### config.mk
export PLATFORM = sky130hd
export DESIGN_NAME = id_issue_queue
export DESIGN_NICKNAME = d
export VERILOG_FILES = /design/src/rtl/id_issue_queue.sv
export SDC_FILE = /design/constraint.sdc
export NUM_CORES = 1
export LEC_CHECK = 0
export BUFFER_PORTS_ARGS = -buffer_cell sky130_fd_sc_hd__buf_2
export CAP_MARGIN = 20
export CORE_ASPECT_RATIO = 1.4
export CORE_MARGIN = 8
export CORE_UTILIZATION = 58
export DETAILED_ROUTE_END_ITERATION = 8
export PLACE_DENSITY_LB_ADDON = 0.25
export SETUP_SLACK_MARGIN = 0.02
export SLEW_MARGIN = 40
export SYNTH_ARGS = -nofsm -noshare
export SYNTH_HDL_FRONTEND = slang
export SYNTH_SLANG_ARGS = --single-unit
export TNS_END_PERCENT = 100
### constraint.sdc
create_clock -name clk_i -period 11.15 [get_ports clk_i]
set_input_delay 0.5575 -clock clk_i [delete_from_list [all_inputs] [get_ports clk_i]]
set_output_delay 0.5575 -clock clk_i [all_outputs]
set_load 0.05 [all_outputs]
### src/rtl/id_issue_queue.sv
// Decode->issue FIFO of scoreboard entries with a cap on queued control flow.
// Define ID_QUEUE_BYPASS_EN for a same-cycle path from an empty queue to issue.
module id_issue_queue #(
  parameter int unsigned DataWidth   = 64,
  parameter int unsigned Depth       = 4,
  parameter int unsigned MaxCtrlFlow = 1,
  parameter int unsigned CntW        = $clog2(Depth + 1)
) (
  input  logic                 clk_i,
  input  logic                 rst_ni,
  input  logic                 flush_i,
  input  logic [DataWidth-1:0] data_i,
  input  logic                 ctrl_flow_i,
  input  logic                 valid_i,
  output logic                 ready_o,
  output logic [DataWidth-1:0] data_o,
  output logic                 ctrl_flow_o,
  output logic                 valid_o,
  input  logic                 ack_i,
  output logic [CntW-1:0]      count_o,
  output logic [CntW-1:0]      cf_count_o
);

  localparam int unsigned PtrW = (Depth > 1) ? $clog2(Depth) : 1;
  localparam logic [CntW-1:0] DepthC = CntW'(Depth);
  localparam logic [CntW-1:0] MaxCfC = CntW'(MaxCtrlFlow);
  localparam logic [PtrW-1:0] LastP  = PtrW'(Depth - 1);

  logic [DataWidth-1:0] mem_q [Depth];
  logic [Depth-1:0]     cf_q;
  logic [PtrW-1:0]      rd_q, wr_q;
  logic [CntW-1:0]      cnt_q, cf_cnt_q;
  logic [CntW-1:0]      cnt_d, cf_cnt_d;

  logic q_valid, head_cf, pop_q;
  logic cf_ok, space, wr_en, byp_take;
  logic [DataWidth-1:0] head_data;

  assign q_valid   = (cnt_q != '0);
  assign head_cf   = cf_q[rd_q];
  assign head_data = mem_q[rd_q];

  // Only a queued head can be popped; a bypassed entry never enters storage.
  assign pop_q = rst_ni & ack_i & q_valid & ~flush_i;
  assign cf_ok = ~ctrl_flow_i | (cf_cnt_q < MaxCfC) | (pop_q & head_cf);
  assign space = (cnt_q < DepthC) | pop_q;

  assign ready_o = rst_ni & valid_i & space & cf_ok & ~flush_i;

`ifdef ID_QUEUE_BYPASS_EN
  logic byp_v;
  assign byp_v       = rst_ni & valid_i & ~flush_i & ~q_valid & cf_ok;
  assign byp_take    = byp_v & ack_i;
  assign valid_o     = rst_ni & (q_valid | byp_v);
  assign data_o      = byp_v ? data_i : head_data;
  assign ctrl_flow_o = byp_v ? ctrl_flow_i : head_cf;
`else
  assign byp_take    = 1'b0;
  assign valid_o     = rst_ni & q_valid;
  assign data_o      = head_data;
  assign ctrl_flow_o = head_cf;
`endif

  assign wr_en = ready_o & ~byp_take;

  assign cnt_d    = cnt_q + CntW'(wr_en) - CntW'(pop_q);
  assign cf_cnt_d = cf_cnt_q + CntW'(wr_en & ctrl_flow_i)
                  - CntW'(pop_q & head_cf);

  function automatic logic [PtrW-1:0] inc(input logic [PtrW-1:0] p);
    return (p == LastP) ? '0 : p + PtrW'(1);
  endfunction

  always_ff @(posedge clk_i) begin
    if (!rst_ni) begin
      cnt_q    <= '0;
      cf_cnt_q <= '0;
      rd_q     <= '0;
      wr_q     <= '0;
      cf_q     <= '0;
      for (int i = 0; i < Depth; i++) begin
        mem_q[i] <= '0;
      end
    end else if (flush_i) begin
      cnt_q    <= '0;
      cf_cnt_q <= '0;
      rd_q     <= '0;
      wr_q     <= '0;
    end else begin
      if (wr_en) begin
        mem_q[wr_q] <= data_i;
        cf_q[wr_q]  <= ctrl_flow_i;
        wr_q        <= inc(wr_q);
      end
      if (pop_q) begin
        rd_q <= inc(rd_q);
      end
      cnt_q    <= cnt_d;
      cf_cnt_q <= cf_cnt_d;
    end
  end

  assign count_o    = cnt_q;
  assign cf_count_o = cf_cnt_q;

endmodule

==> out/qor.tcl <==
set qor(yosys.cell_count.top_type) {sky130_fd_sc_hd__edfxtp_1}
set qor(synthTopCellsByArea) {sky130_fd_sc_hd__edfxtp_1 (64%), sky130_fd_sc_hd__mux4_2 (12%), sky130_fd_sc_hd__and2_1 (10%)}
set qor(worst-slew-pin-transition_ns) 0.735
set qor(fp.coreArea_um2) 20400
set qor(pwr_density_cell_nw_per_um2) 163
set qor(layout.core_utilization_pct) 67.9
set qor(grt_setup_unrepaired) {no}
set qor(fp.dieArea_um2) 25700
set qor(worstSetupEndpointType) {primary output}
set qor(ctsResizeCount) 0
set qor(routed-via-count) 6678
set qor(path_buf_inv) 2
set qor(setup.worst_path.start_class) {flip-flop}
set qor(syn-num-nets) 806
set qor(fp.dieH_um) 186
set qor(synth.largest_area_cell) {sky130_fd_sc_hd__edfxtp_1}
set qor(ioPinCount) 143
set qor(clock_latency_ns) 0.51
set qor(port_buffers) 142
set qor(hold_path_class) {in -> reg}
set qor(final_nets) 934
set qor(path_depth) 3
set qor(clock_tree.buffer_depth) 3
set qor(drt-initial-drc-count) 491
set qor(cell_area_synth_um2) 12000
set qor(wl_mm) 25.8
set qor(ctsRootBufferMaster) {sky130_fd_sc_hd__clkbuf_16}
set qor(cts_setup_buffers) 0
set qor(maximum_cell_stage_delay_along_the_critical_path_ns) 0.70
set qor(timing.critical_path.cells) {buf_6, mux4_2, buf_2}
set qor(final_standard_cell_area_without_fillers_um2) 13800
set qor(timing.clock.skew_ns) 0.0116
set qor(min_period_ns) 3.24
set qor(number_of_cells_traversed_by_the_worst_hold_path) 2
set qor(synth_area_per_inst_um2) 16.6
set qor(status) {complete, no violations}
set qor(cp_data_arrival_time_ns) 2.68
set qor(worstReg2RegStart) {rd_q[0]$_SDFFE_PP0P_}
set qor(clk_pin_slew_worst_paths_ns) 0.07
set qor(critical_path.slowest_cell) {sky130_fd_sc_hd__dfxtp_4}
set qor(gpl.final_weighted_congestion) 0.806
set qor(period_share_pct) 29.1
set qor(critPathKind) {reg -> out}
set qor(timing.final.hold_violations) 0
set qor(asyncSetResetFlopFracSynth_pct) 0
set qor(max_cap_viol_count) 0
set qor(critical-path-top-delay-family) {buffers and inverters}
set qor(depth_of_the_worst_register_to_register_path) 11
set qor(grt_usage_pct) 20.3
set qor(grt_pass1_vias) 7424
set qor(post_synthesis_sequential_element_count) 272
set qor(power_leakage_nw) 5.46
set qor(routed_wire_length_per_instance_um) 22.8
set qor(cts_sinks) 272
set qor(grt_start_max_net_pins) 70
set qor(setup.reg_to_reg.worst_slack_ns) 8.17
set qor(crit_fanout) 39
set qor(synth_edf_count) 256
set qor(setup_tns_ns) 0
set qor(maximum_achievable_frequency_mhz) 308
set qor(yosysWarnings) 0
set qor(holdBufCountCts) 0
set qor(grt_pass1_wl_mm) 40.3
set qor(worst_hold_startpoint) {data_i[33]}
set qor(residual_drc_count) 0
set qor(netlist-cell-type-count) 31
set qor(die_w_um) 138
set qor(finalMaxSlewViolations) 0
set qor(initial_core_util_pct) 58.9
set qor(clock_tree.htree_level_count) 1
set qor(cts_made_buffers) 24
set qor(critical_path.endpoint) {data_o[53]}
set qor(synthesis.instances) 724
set qor(vias_per_cell) 5.91
set qor(worst_ep_required_time_ns) 10.59
set qor(area_delta_synth_final_pct) 15.2
set qor(ys_top_cells_by_count) {sky130_fd_sc_hd__edfxtp_1 (256), sky130_fd_sc_hd__and2_1 (196), sky130_fd_sc_hd__and3_1 (65), sky130_fd_sc_hd__mux4_2 (65), sky130_fd_sc_hd__clkbuf_1 (27)}
set qor(dp_hpwl_mm) 15.2
set qor(antenna_found_initial) 5
set qor(postPlaceCellArea_um2) 13000
set qor(cts_tree) {yes}
set qor(post-synth-top-area-fraction_pct) 63.9
set qor(highest_ir_drop_seen_on_vdd_mv) 0.100
set qor(slew-limit-headroom_pct) 51.0
set qor(drtAntennaViolNets) 0
set qor(rr_endpoint) {cf_count_o[2]$_SDFF_PP0_}
set qor(grt_remaining_overflow) 0
set qor(report.final.setup_viol) 0
set qor(synth_seq_area_share_pct) 66.6
set qor(final_layout_size_suffix_gt1_share_pct) 31.7
set qor(drtPass1Iterations) 5
set qor(synth_top_flop_cell) {sky130_fd_sc_hd__edfxtp_1}
set qor(placement_rows) 62
power by group:
group | internal, mW | switching [mW] | total [mW] | leakage, nW
clock network | 0.548 | 0.357 | 0.905 | 0.428
logic | 0.0535 | 0.125 | 0.178 | 2.25
registers | 1.16 | 0.0131 | 1.18 | 2.78
total | 1.76 | 0.494 | 2.26 | 5.46
cells by family (layout without fill, tap and decap cells):
| family | count (synthesis) | in the layout | synth area share [%] |
|---|---|---|---|
| AOI/OAI and AO/OA | 11 | 11 | 0.770 |
| xor gates and xnor gates | 3 | 3 | 0.219 |
| adders and majority gates | 12 | 12 | 1.37 |
| buffers and inverters | 62 | 208 | 3.20 |
| DFF | 272 | 272 | 66.6 |
| muxes | 69 | 69 | 12.5 |
| other | 0 | 4 | 0 |
| and+or+nand+nor | 295 | 295 | 15.3 |
layout make-up:
class | count | area [um2]
antenna | 4 | 10.0
tap | 256 | 320
inverter | 9 | 33.8
clock buffer | 26 | 629
timing repair buffer | 155 | 906
multi-input combinational | 390 | 3690
sequential | 272 | 8020
fill | 1365 | 6560
clock inverter | 18 | 244
layout by cell type (no fill, tap or decap), types with 8 or more instances in the layout:
cell / instances
sky130_fd_sc_hd__edfxtp_1: 256
sky130_fd_sc_hd__nand2_1: 8
sky130_fd_sc_hd__ha_1: 10
sky130_fd_sc_hd__mux4_2: 65
sky130_fd_sc_hd__buf_2: 142
sky130_fd_sc_hd__clkbuf_16: 25
sky130_fd_sc_hd__dfxtp_1: 14
sky130_fd_sc_hd__and3_1: 64
sky130_fd_sc_hd__and2_1: 196
sky130_fd_sc_hd__inv_1: 9
per-layer routing:
metal | routed length, um | part of all wire, % | global-route usage, % | up-vias
met5 | 22 | 0.085 | 0 | -
met4 | 627 | 2.4 | 6.79 | 4
met3 | 1810 | 7.0 | 4.03 | 49
met2 | 13500 | 52 | 34.8 | 232
met1 | 9850 | 38 | 25.0 | 3422
li1 | - | - | - | 2971
per-stage QoR:
step	power [mW]	hold WS (ns)	std cells	setup WS, ns
floorplan	1.32	0.432	724	2.52
global placement	1.37	0.454	1076	8.06
detailed placement	1.38	0.463	1082	7.91
CTS	2.27	0.338	1126	7.62
global route	2.32	0.348	1129	7.72
finish	2.26	0.354	1130	7.91
sequential cells by signal, summed over array words and instances (netlist names), named ones only:
register	flops
cf_count_o	3
cf_q	4
count_o	3
mem_q	256
rd_q	2
wr_q	2
worst register-to-register path: cells and delay by family, from the launching register on:
| family | cells | cell delay, ns |
|---|---|---|
| compound gates | 1 | 0.52 |
| xor+xnor | 1 | 0.17 |
| fa+ha+maj | 3 | 0.72 |
| buf+inv | 2 | 0.10 |
| flops | 1 | 0.39 |
| mux | 1 | 0.61 |
| simple gates | 3 | 0.37 |
worst min path at each step:
stage,to
final,mem_q[1][33]$_SDFFCE_PN0P_
after global routing,mem_q[0][39]$_SDFFCE_PN0P_
after CTS,mem_q[0][39]$_SDFFCE_PN0P_
after detailed placement,cf_q[3]$_SDFFE_PN0P_
after global placement,cf_q[3]$_SDFFE_PN0P_
after floorplan,cf_q[2]$_SDFFE_PN0P_
Note: power is estimated with default switching activity, not from simulation.
